<file path="config.mk">
export PLATFORM = sky130hd
export DESIGN_NAME = register_file_sb
export DESIGN_NICKNAME = d
export VERILOG_FILES = /design/src/rtl/register_file_sb.sv
export SDC_FILE = /design/constraint.sdc
export NUM_CORES = 1
export LEC_CHECK = 0
export CAP_MARGIN = 20
export CORE_MARGIN = 3
export CORE_UTILIZATION = 30
export CTS_BUF_LIST = sky130_fd_sc_hd__clkbuf_4
export DETAILED_ROUTE_END_ITERATION = 7
export PLACE_DENSITY = 0.54
export SKIP_LAST_GASP = 1
export SYNTH_ARGS = -nofsm -noshare
export SYNTH_HDL_FRONTEND = slang
export SYNTH_SLANG_ARGS = --single-unit
</file>
<file path="constraint.sdc">
create_clock -name clock -period 3.03 [get_ports clock]
set_input_delay 0.4545 -clock clock [delete_from_list [all_inputs] [get_ports clock]]
set_output_delay 0.4545 -clock clock [all_outputs]
set_load 0.02 [all_outputs]
</file>
<file path="src/rtl/register_file_sb.sv">
// register_file_sb
//   Register file with two registered read ports, one write port and a
//   per-register pending (scoreboard) bit. Issuing an instruction marks its
//   destination pending; the write that retires it clears the bit again.
//
//   Optional feature: define REGFILE_BYPASS_EN to forward same-cycle write
//   data to a read port whose address matches the write address. With the
//   macro undefined, a read in the write cycle returns the pre-write value.
//
// Parameters
//   DATA_W   register / data port width
//   ADDR_W   register address width (DEPTH = 2**ADDR_W registers)
//   ZERO_REG 1 = register 0 hardwired to zero and never pending
//
// Ports
//   clock        single clock, all state on rising edge
//   reset        synchronous, active-high; clears registers, outputs, pending
//   regWrite     write enable
//   writeReg     write address
//   dataToWrite  write data
//   reg1, reg2   read addresses for ports 1 / 2
//   data1, data2 registered read data (1-cycle latency)
//   issueValid   instruction issued; issueReg becomes pending
//   issueReg     destination register of the issued instruction
//   busy1, busy2 registered pending flag of reg1 / reg2, post-update
//   pendingMask  current pending state, bit i = register i
module register_file_sb #(
  parameter int DATA_W   = 16,
  parameter int ADDR_W   = 3,
  parameter int ZERO_REG = 0
) (
  input  logic                   clock,
  input  logic                   reset,
  input  logic                   regWrite,
  input  logic [ADDR_W-1:0]      writeReg,
  input  logic [DATA_W-1:0]      dataToWrite,
  input  logic [ADDR_W-1:0]      reg1,
  input  logic [ADDR_W-1:0]      reg2,
  output logic [DATA_W-1:0]      data1,
  output logic [DATA_W-1:0]      data2,
  input  logic                   issueValid,
  input  logic [ADDR_W-1:0]      issueReg,
  output logic                   busy1,
  output logic                   busy2,
  output logic [2**ADDR_W-1:0]   pendingMask
);

  localparam int DEPTH = 2**ADDR_W;

  logic [DATA_W-1:0] regs_reg [DEPTH];
  logic [DEPTH-1:0]  pend_reg;
  logic [DEPTH-1:0]  pend_next;

  logic [DATA_W-1:0] data1_reg, data1_next;
  logic [DATA_W-1:0] data2_reg, data2_next;
  logic              busy1_reg, busy1_next;
  logic              busy2_reg, busy2_next;

  logic wr_zero;
  logic wr_ok;
  logic rd1_zero;
  logic rd2_zero;

  // Writes aimed at a hardwired-zero register 0 are dropped entirely, which
  // also keeps them out of the bypass path.
  assign wr_zero  = (ZERO_REG != 0) && (writeReg == '0);
  assign wr_ok    = regWrite && !wr_zero;
  assign rd1_zero = (ZERO_REG != 0) && (reg1 == '0);
  assign rd2_zero = (ZERO_REG != 0) && (reg2 == '0);

  // Pending update per register: issue wins over a same-cycle clear so a
  // back-to-back producer keeps its destination marked busy.
  generate
    for (genvar gi = 0; gi < DEPTH; gi++) begin : g_pend
      if ((ZERO_REG != 0) && (gi == 0)) begin : g_zero
        assign pend_next[gi] = 1'b0;
      end else begin : g_norm
        always_comb begin
          pend_next[gi] = pend_reg[gi];
          if (regWrite && (writeReg == ADDR_W'(gi)))
            pend_next[gi] = 1'b0;
          if (issueValid && (issueReg == ADDR_W'(gi)))
            pend_next[gi] = 1'b1;
        end
      end
    end
  endgenerate

  // Read data selection for both ports.
  always_comb begin
    data1_next = rd1_zero ? '0 : regs_reg[reg1];
    data2_next = rd2_zero ? '0 : regs_reg[reg2];
`ifdef REGFILE_BYPASS_EN
    if (wr_ok && (writeReg == reg1))
      data1_next = dataToWrite;
    if (wr_ok && (writeReg == reg2))
      data2_next = dataToWrite;
`endif
    // Busy reports the state after this edge's set/clear.
    busy1_next = pend_next[reg1];
    busy2_next = pend_next[reg2];
  end

  always_ff @(posedge clock) begin
    if (reset) begin
      for (int i = 0; i < DEPTH; i++)
        regs_reg[i] <= '0;
      pend_reg  <= '0;
      data1_reg <= '0;
      data2_reg <= '0;
      busy1_reg <= 1'b0;
      busy2_reg <= 1'b0;
    end else begin
      if (wr_ok)
        regs_reg[writeReg] <= dataToWrite;
      pend_reg  <= pend_next;
      data1_reg <= data1_next;
      data2_reg <= data2_next;
      busy1_reg <= busy1_next;
      busy2_reg <= busy2_next;
    end
  end

  assign data1       = data1_reg;
  assign data2       = data2_reg;
  assign busy1       = busy1_reg;
  assign busy2       = busy2_reg;
  assign pendingMask = pend_reg;

endmodule

</file>
==> load_flow_metrics.sql <==
INSERT INTO impl_metrics (metric_group, metric, value, unit) VALUES
('drt', 'drt_pre_antenna_iters', '4', ''),
('cts', 'cts_setup_buffers', '0', ''),
('layout', 'nNetsFinal', '653', ''),
('worst_setup_path', 'data_required_time_at_the_worst_endpoint', '2580', 'ps'),
('grt', 'grt_pass1_vias', '5239', ''),
('layout', 'largest_register_ffs', '128', ''),
('drt', 'drcViolationCount', '0', ''),
('synth', 'post_synth.cell_area_avg', '15.3', 'um^2'),
('hold_path', 'whs_endpoint', 'pendingMask[0]$_SDFF_PP0_', ''),
('cts', 'numCtsBuffers', '17', ''),
('worst_setup_path', 'start_kind', 'flip-flop', ''),
('floorplan', 'area_enclosed_by_the_die_boundary', '29700', 'um^2'),
('cts', 'clockRootBuffer', 'clkbuf_4', ''),
('hold_path', 'worstHoldPathType', 'in -> reg', ''),
('worst_setup_path', 'path_delay_family', 'buffers and inverters', ''),
('sta', 'clock.fmax', '0.483', 'GHz'),
('cts', 'clock-sinks', '170', ''),
('synth', 'yosys_warnings', '0', ''),
('floorplan', 'placement_rows', '60', ''),
('worst_setup_path', 'crit_slowest_cell', 'clkdlybuf4s50_1', ''),
('placement', 'hpwlAfterDp', '12.6', 'mm'),
('synth', 'syn-instance-count', '543', ''),
('placement', 'portBuffers', '73', ''),
('placement', 'gpl.final_weighted_congestion', '0.822', ''),
('worst_setup_path', 'critical_path.endpoint_type', 'output port', ''),
('floorplan', 'fp.dieW', '172', 'um'),
('worst_setup_path', 'worst-path-max-fanout', '4', ''),
('synth', 'number_of_enable_type_register_cells_in_the_synthesized_netlist', '128', ''),
('drt', 'drt-total-wl', '20.8', 'mm'),
('cts', 'worst_setup_hold_path_clk_slew', '140', 'ps'),
('drt', 'ant_nets', '0', ''),
('worst_setup_path', 'critPathBufInv', '1', ''),
('grt', 'antenna_found_initial', '1', ''),
('worst_setup_path', 'path_class', 'reg -> out', ''),
('hold_path', 'hold_path_cells', '3', ''),
('sta', 'report.final.setup_viol', '0', ''),
('worst_setup_path', 'regToRegEndpoint', 'data1[4]$_SDFF_PP0_', ''),
('grt', 'grt_first_pass_wirelength', '31.7', 'mm'),
('power_and_ir_drop', 'pwr_density_cell', '500', 'nW/um^2'),
('sta', 'final_period_minus_worst_setup_slack', '2070', 'ps'),
('cts', 'h-tree-depth', '4', ''),
('worst_setup_path', 'r2r_setup_slack', '1700', 'ps'),
('sta', 'totalNegativeSetupSlack', '0', 'ps'),
('synth', 'synth-seq-area-share', '56.5', '%'),
('layout', 'final_common_cell', 'and2_1', ''),
('drt', 'drt_first_iter_violations', '395', ''),
('synth', 'ys_types', '43', ''),
('floorplan', 'initial_utilization', '30.7', '%'),
('cts', 'tritoncts', 'yes', ''),
('worst_setup_path', 'slowest_delay', '630', 'ps'),
('layout', 'instances_no_fill', '976', ''),
('status', 'outcome', 'finished clean', ''),
('sta', 'post_route_clock_skew', '21.9', 'ps'),
('cts', 'clock_insertion_delay_worst_skew', '560', 'ps'),
('synth', 'ys.flop_type', 'edfxtp_1', ''),
('cts', 'post_cts_hold_buffer_count', '0', ''),
('run', 'cap_viol_max_count', '0', ''),
('layout', 'synthToLayoutAreaGrowth', '16.3', '%'),
('worst_setup_path', 'timing.critical_path.arrival', '1610', 'ps'),
('cts', 'cts_max_path_buffers', '2', ''),
('worst_setup_path', 'r2r.worst_path.cells', '3', ''),
('sta', 'setup_repair_after_global_routing_missed_its_margin', 'false', ''),
('synth', 'syn-num-nets', '575', ''),
('sta', 'relSlewSlack', '56.9', '%'),
('cts', 'post_cts.resized_instances', '0', ''),
('grt', 'grt_start_max_net_pins', '42', ''),
('floorplan', 'die_h', '172', 'um'),
('grt', 'gr-usage-all-layers', '14.6', '%'),
('synth', 'number_of_synthesized_register_bits', '170', ''),
('floorplan', 'core_area', '27000', 'um^2'),
('sta', 'fin_crit_sh', '68.3', '%');
worst max path at each step:
stage | to | slack, ps | cells after the start
floorplan | regs_reg[0][0]$_SDFFCE_PN0P_ | 690 | 2
global placement | busy1$_SDFF_PP0_ | 710 | 6
detailed placement | busy1$_SDFF_PP0_ | 640 | 6
CTS | pendingMask[6] | 920 | 1
global route | pendingMask[6] | 880 | 1
finish | pendingMask[6] | 960 | 1
where the power goes:
| group | internal (mW) | leakage (nW) | switching, mW |
|---|---|---|---|
| combinational | 0.345 | 1.73 | 0.361 |
| clock | 0.574 | 0.160 | 0.802 |
| sequential | 2.67 | 1.59 | 0.0685 |
| total | 3.58 | 3.48 | 1.23 |
kinds of logic after synthesis:
family | synth area share, %
compound gates | 2.01
mux | 22.5
buf+inv | 3.82
flops | 56.5
simple gates | 15.1
synth_stat cells (3+ instances only):
cell | n | share of area (%)
clkbuf_1 | 5 | 0.23
a21oi_1 | 3 | 0.18
clkbuf_8 | 7 | 1.2
nor2_4 | 3 | 0.41
nand4b_1 | 3 | 0.32
and2_1 | 129 | 9.7
mux4_1 | 23 | 7.3
nor2_1 | 45 | 2.0
buf_6 | 7 | 0.95
edfxtp_1 | 128 | 46
buf_2 | 8 | 0.48
mux4_2 | 41 | 11
nor3_1 | 3 | 0.18
o21ai_0 | 4 | 0.24
dfxtp_1 | 42 | 10
clkbuf_2 | 5 | 0.30
nand2b_1 | 4 | 0.30
nand2_1 | 12 | 0.54
nand3_1 | 3 | 0.18
o31ai_1 | 4 | 0.36
mux2i_1 | 34 | 4.1
cell type report:
cell class	count	area, um^2
antenna	1	2.50
clock buffer	17	128
clock inverter	15	171
fill	2585	17400
inverter	2	7.51
multi-input combinational	335	3300
sequential	170	4680
tap	341	427
timing repair buffer	95	918
through the flow:
stage          setup slack (ps)  hold WS [ps]  utilization (%)  cell area (um^2)  power, mW
6_report                    961           297             35.6              9630       4.82
5_1_grt                     885           284             35.6              9630       5.03
4_1_cts                     922           244             35.6              9630       4.88
3_5_place_dp                637           531             34.5              9330       3.50
3_3_place_gp                714           518             34.5              9330       3.48
2_1_floorplan               686           588                -              8290       3.20
per-layer routing:
layer  vias up  routed length, um  part of all wire (%)  global-route usage (%)
met2       156              10400                    50                    24.9
met1      2498               8810                    42                    18.5
met4         0                383                   1.8                    5.03
li1       2229                  -                     -                       -
met3        31               1150                   5.5                    2.93
met5         -                  0                     0                       0
(Power assumes the default switching activity.)
